[src/rtl/ternary_pkg.sv]
// Shared constants for the trit-serial ternary ALU: opcodes, trit codes and FSM states.
// Trit encoding {hi,lo}: 00=0, 01=1, 10=2, 11=illegal.
package ternary_pkg;

   typedef enum logic [1:0] {
      OP_MIN  = 2'b00,
      OP_MAX  = 2'b01,
      OP_CONS = 2'b10,
      OP_ANY  = 2'b11
   } op_e;

   localparam logic [1:0] T0   = 2'b00;
   localparam logic [1:0] T1   = 2'b01;
   localparam logic [1:0] T2   = 2'b10;
   localparam logic [1:0] TILL = 2'b11;

   typedef enum logic [1:0] {
      S_IDLE = 2'b00,
      S_RUN  = 2'b01,
      S_DONE = 2'b10
   } state_e;

   function automatic logic is_illegal(input logic [1:0] t);
      return t == TILL;
   endfunction

endpackage

[src/rtl/ternary_trit_alu.sv]
// Combinational single-trit ALU: MIN, MAX, CONSENSUS and ANY selected by op.
module ternary_trit_alu
   import ternary_pkg::*;
(
   input  logic [1:0] op,
   input  logic [1:0] x,
   input  logic [1:0] y,
   output logic [1:0] z
);

   logic [1:0] t_min, t_max, t_cons, t_any;

   // Legal trit codes order numerically, so plain unsigned compare gives min/max.
   assign t_min  = (x < y) ? x : y;
   assign t_max  = (x > y) ? x : y;
   assign t_cons = (x == y) ? x : T1;

   always_comb begin
      // NOTE: every variable written here gets a default first so no latch is inferred.
      t_any = T1;
      if (x == y)       t_any = x;
      else if (x == T1) t_any = y;
      else if (y == T1) t_any = x;
   end

   always_comb begin
      z = t_min;
      unique case (op_e'(op))
         OP_MIN:  z = t_min;
         OP_MAX:  z = t_max;
         OP_CONS: z = t_cons;
         OP_ANY:  z = t_any;
         default: z = t_min;
      endcase
   end

endmodule

[src/rtl/ternary_serial_alu_ctrl.sv]
// Trit-serial sequencer: captures two packed ternary words, feeds one trit per cycle LSB first
// through ternary_trit_alu, then holds the packed result. Optional macro: TERNARY_ILLEGAL_CHECK_EN.
module ternary_serial_alu_ctrl
   import ternary_pkg::*;
#(
   parameter int TRITS = 8
) (
   input  logic               clk,
   input  logic               reset,
   input  logic               in_valid,
   output logic               in_ready,
   input  logic [1:0]         op,
   input  logic [2*TRITS-1:0] a,
   input  logic [2*TRITS-1:0] b,
   output logic               out_valid,
   input  logic               out_ready,
   output logic [2*TRITS-1:0] result,
   output logic               err
);

   localparam int              W    = 2 * TRITS;
   localparam int              CW   = $clog2(TRITS + 1);
   localparam logic [CW-1:0]   LAST = CW'(TRITS - 1);

   state_e        state, state_nxt;
   logic [W-1:0]  a_sr, b_sr;
   logic [1:0]    op_q;
   logic [CW-1:0] cnt;
   logic [1:0]    alu_z, res_trit;
   logic          accept;

   ternary_trit_alu u_alu (
      .op (op_q),
      .x  (a_sr[1:0]),
      .y  (b_sr[1:0]),
      .z  (alu_z)
   );

`ifdef TERNARY_ILLEGAL_CHECK_EN
   logic trit_bad;
   assign trit_bad = is_illegal(a_sr[1:0]) || is_illegal(b_sr[1:0]);
   assign res_trit = trit_bad ? T1 : alu_z;
`else
   assign res_trit = alu_z;
`endif

   assign accept = in_valid && in_ready;

   always_comb begin
      state_nxt = state;
      in_ready  = 1'b0;
      out_valid = 1'b0;
      unique case (state)
         S_IDLE: begin
            in_ready = 1'b1;
            if (in_valid) state_nxt = S_RUN;
         end
         S_RUN:  if (cnt == LAST) state_nxt = S_DONE;
         S_DONE: begin
            out_valid = 1'b1;
            if (out_ready) state_nxt = S_IDLE;
         end
         default: state_nxt = S_IDLE;
      endcase
   end

   always_ff @(posedge clk) begin
      if (reset) begin
         state  <= S_IDLE;
         cnt    <= '0;
         result <= '0;
         a_sr   <= '0;
         b_sr   <= '0;
         op_q   <= OP_MIN;
      end else begin
         state <= state_nxt;
         if (accept) begin
            a_sr <= a;
            b_sr <= b;
            op_q <= op;
            cnt  <= '0;
         end else if (state == S_RUN) begin
            a_sr   <= a_sr >> 2;
            b_sr   <= b_sr >> 2;
            // New trit enters at the MS end; after TRITS shifts trit 0 lands at bits [1:0].
            result <= W'({res_trit, result} >> 2);
            cnt    <= cnt + 1'b1;
         end
      end
   end

`ifdef TERNARY_ILLEGAL_CHECK_EN
   always_ff @(posedge clk) begin
      if (reset)                           err <= 1'b0;
      else if (accept)                     err <= 1'b0;
      else if (state == S_RUN && trit_bad) err <= 1'b1;
   end
`else
   assign err = 1'b0;
`endif

endmodule

[config.mk]
export PLATFORM = sky130hd
export DESIGN_NAME = ternary_serial_alu_ctrl
export DESIGN_NICKNAME = d
export VERILOG_FILES = /design/src/rtl/ternary_pkg.sv /design/src/rtl/ternary_trit_alu.sv /design/src/rtl/ternary_serial_alu_ctrl.sv
export SDC_FILE = /design/constraint.sdc
export NUM_CORES = 1
export LEC_CHECK = 0
export CAP_MARGIN = 25
export CELL_PAD_IN_SITES_DETAIL_PLACEMENT = 1
export CELL_PAD_IN_SITES_GLOBAL_PLACEMENT = 1
export CORE_MARGIN = 1.5
export CORE_UTILIZATION = 35
export CTS_BUF_LIST = sky130_fd_sc_hd__clkbuf_8 sky130_fd_sc_hd__clkbuf_16
export DETAILED_ROUTE_END_ITERATION = 12
export PLACE_DENSITY_LB_ADDON = 0.1
export SYNTH_ARGS = -nofsm -noshare
export SYNTH_HDL_FRONTEND = slang
export SYNTH_SLANG_ARGS = --single-unit
[constraint.sdc]
create_clock -name clk -period 1.8 [get_ports clk]
set_input_delay 0.27 -clock clk [delete_from_list [all_inputs] [get_ports clk]]
set_output_delay 0.27 -clock clk [all_outputs]
set_load 0.05 [all_outputs]
==> results.py <==
metrics = {
    "placement": {
        "place_ws_ns": 0.0800,
        "buffer_ports.inserted": 55,
        "numPlacedInstances": 406,
        "hpwl_microns": 4290,
        "globalplace.congestion": 0.773,
    },
    "worst_setup_path": {
        "path_max_fanout": 3,
        "critical-path-top-delay-family": "buffers and inverters",
        "crit_arrival_ns": 1.48,
        "critical-path-max-stage-delay_ns": 0.81,
        "critical_path.reg2reg.endpoint": "result[14]$_SDFFE_PP0P_",
        "required_ns": 1.53,
        "r2r_cells": 6,
        "ff2ff_setup_slack_ns": 0.09,
        "worst_setup_path_category": "reg2out",
        "timing.critical_path.from_type": "flip-flop",
        "crit_slowest_cell": "sky130_fd_sc_hd__clkdlybuf4s50_1",
        "critical_path.n_buffers_inverters": 1,
        "worst_setup_path_end_kind": "output port",
        "worstPathCellList": "clkdlybuf4s50_1",
        "timing.rr.start": "b_sr[1]$_SDFFE_PP0P_",
    },
    "timing": {
        "period_needed_ns": 1.75,
        "count_of_endpoints_failing_setup_in_the_final_report": 0,
        "post-route-worst-setup-slack_ns": 0.0537,
        "timing.clock.skew_ns": 0.00589,
        "achievable-frequency_mhz": 573,
        "timing.max_slew.rel_slack_pct": 66.6,
        "finalSetupTns_ns": 0,
        "final_number_of_hold_violating_endpoints": 0,
        "max_slew.worst_pin.slew_ns": 0.500,
        "max_slew_vio_count": 0,
        "period_share_pct": 97.0,
        "hold-worst-slack_ns": 0.410,
    },
    "pwr": {
        "vdd_drop_max_mv": 0.381,
        "pwr_density_cell_nw_per_um2": 771,
        "power.leakage_nw": 1.25,
    },
    "clocking": {
        "clock_latency_ns": 0.31,
        "clockRootBuffer": "sky130_fd_sc_hd__clkbuf_8",
        "cts_tree": "yes",
        "htree_num_levels": 2,
        "numCtsBuffers": 5,
        "hold_buffers": 0,
        "cts_max_path_buffers": 2,
        "worst_setup_hold_path_clk_slew_ns": 0.10,
        "numClockSinks": 56,
    },
    "global_route": {
        "globalRouteTotalUtil_pct": 17.6,
        "grt_pass1_vias": 2217,
        "grt_max_degree": 25,
        "antenna_violations_before_repair": 0,
        "first_pass_grt_wire_length_microns": 10100,
        "overflow": 0,
    },
    "routing": {
        "firstDrtPassIters": 8,
        "routed_wirelength_microns": 5970,
        "dr_total_vias": 2159,
        "ant_nets": 0,
        "initialDrtViolationCount": 76,
        "post_drt_wl_per_cell_microns": 14.4,
        "drcViolationCount": 8,
        "post_drt_via_cell_ratio": 5.21,
    },
    "floorplan": {
        "row_count": 29,
        "die_area_sq_um": 7200,
        "coreArea_sq_um": 6420,
        "die_width_microns": 84.9,
        "die_outline_height_microns": 84.9,
        "num_io_pins": 57,
        "floorplan.initialDensity_pct": 36.5,
    },
    "finish": {
        "post_route_cells_drive_above_1_share_pct": 11.3,
        "fin_util_pct": 49.3,
        "footprint_of_the_multi_input_gates_sq_um": 1120,
        "final_net_count": 379,
        "insertedDiodeCount": 0,
        "seq_area_sq_um": 1120,
        "mostFrequentLayoutCell": "sky130_fd_sc_hd__nand2_1",
        "mostFrequentLayoutCells": "sky130_fd_sc_hd__nand2_1, sky130_fd_sc_hd__dfxtp_1, sky130_fd_sc_hd__a21oi_1",
        "final_standard_cell_count_with_taps_included_and_fillers_excluded": 414,
        "layout-area-overhead-vs-synth_pct": 34.9,
        "fillCellCount": 761,
    },
    "synth": {
        "synth_area_sq_um": 2350,
        "syn_area_per_cell_sq_um": 8.41,
        "yosysWarningCount": 0,
        "synthArstFlopShare_pct": 0,
        "sequential_element_share_of_the_synthesized_area_pct": 47.8,
        "synth_cell_type_count": 34,
        "syn-instance-count": 279,
        "synthFlopType": "sky130_fd_sc_hd__dfxtp_1",
        "synth.ff_latch_count": 56,
        "synth.net_count": 322,
        "count_of_flip_flops_with_a_built_in_enable_after_synthesis": 0,
    },
    "min_path": {
        "worst_hold_stages": 2,
        "min_path_type": "in2reg",
        "min_delay_worst_endpoint": "state[1]$_SDFFE_PP0P_",
        "min-delay-start": "reset",
    },
    "run_status": {
        "run_status": "complete, but fails checks",
        "violations": "DRC",
    },
    "run": {
        "cap_viol_max_count": 0,
    },
}
flip-flops by register name, summed over array words and instances, names as in the netlist:
register / count
result: 16
a_sr: 16
state: 2
cnt: 4
b_sr: 16
op_q: 2
timing repair:
item                       in CTS  in global routing
setup endpoints to repair       0                  8
setup buffers                   0                  0
resized for setup               0                 11
synthesized netlist by cell type (all sizes together) (3+ instances only):
master / count / area, sq um
a21oi: 51 / 255
a22oi: 29 / 218
buf: 11 / 75.1
clkbuf: 10 / 38.8
dfxtp: 56 / 1120
ha: 5 / 62.6
inv: 4 / 15.0
mux2i: 3 / 30.0
nand2: 68 / 255
nand3: 4 / 20.0
nor2: 7 / 33.8
nor2b: 3 / 18.8
nor3: 4 / 20.0
o21ai: 3 / 15.0
metal layers:
| layer | up-vias | part of all wire [%] | track usage (%) |
|---|---|---|---|
| met5 | - | 0 | 0 |
| met4 | 0 | 1.2 | 5.37 |
| met3 | 4 | 3.4 | 3.31 |
| met2 | 41 | 51 | 31.6 |
| met1 | 1027 | 44 | 21.3 |
| li1 | 1087 | - | - |
per-stage QoR:
step | power, mW | cell area, sq um
2_1_floorplan | 1.57 | 2350
3_3_place_gp | 1.75 | 3040
3_5_place_dp | 1.76 | 3040
4_1_cts | 2.46 | 3130
5_1_grt | 2.57 | 3160
6_report | 2.44 | 3160
cell type report:
type	instances	share of cell area (%)
repair buffers	71	22.7
multi-input cells	198	35.4
clock inverters	2	0.316
well taps	77	3.04
inverters	4	0.474
clock buffers	6	2.61
flip-flops and latches	56	35.5
worst max-delay path by stage:
stage | start | to | slack (ns) | depth (start not counted)
after CTS | result[13]$_SDFFE_PP0P_ | result[13] | 0.02 | 1
after global routing | b_sr[1]$_SDFFE_PP0P_ | result[14]$_SDFFE_PP0P_ | -0.003 | 6
after floorplan | b_sr[1]$_SDFFE_PP0P_ | result[14]$_SDFFE_PP0P_ | 0.13 | 6
after global placement | a_sr[1]$_SDFFE_PP0P_ | result[14]$_SDFFE_PP0P_ | 0.12 | 6
final | result[8]$_SDFFE_PP0P_ | result[8] | 0.05 | 1
after detailed placement | a_sr[1]$_SDFFE_PP0P_ | result[14]$_SDFFE_PP0P_ | 0.08 | 6
cells by family after synthesis:
logic type      count (synthesis)  synth area share, %
buf+inv                        25                 5.49
simple gates                   97                 18.6
mux                             3                 1.28
fa+ha+maj                       5                 2.67
compound gates                 89                 22.9
flops                          56                 47.8
other cells                     1                0.160
xor+xnor                        3                 1.12
where the power goes:
group          total (mW)  switching (mW)  internal [mW]
combinational       0.399           0.208          0.191
sequential           1.33          0.0379           1.29
clock               0.708           0.400          0.308
(Power assumes the default switching activity.)
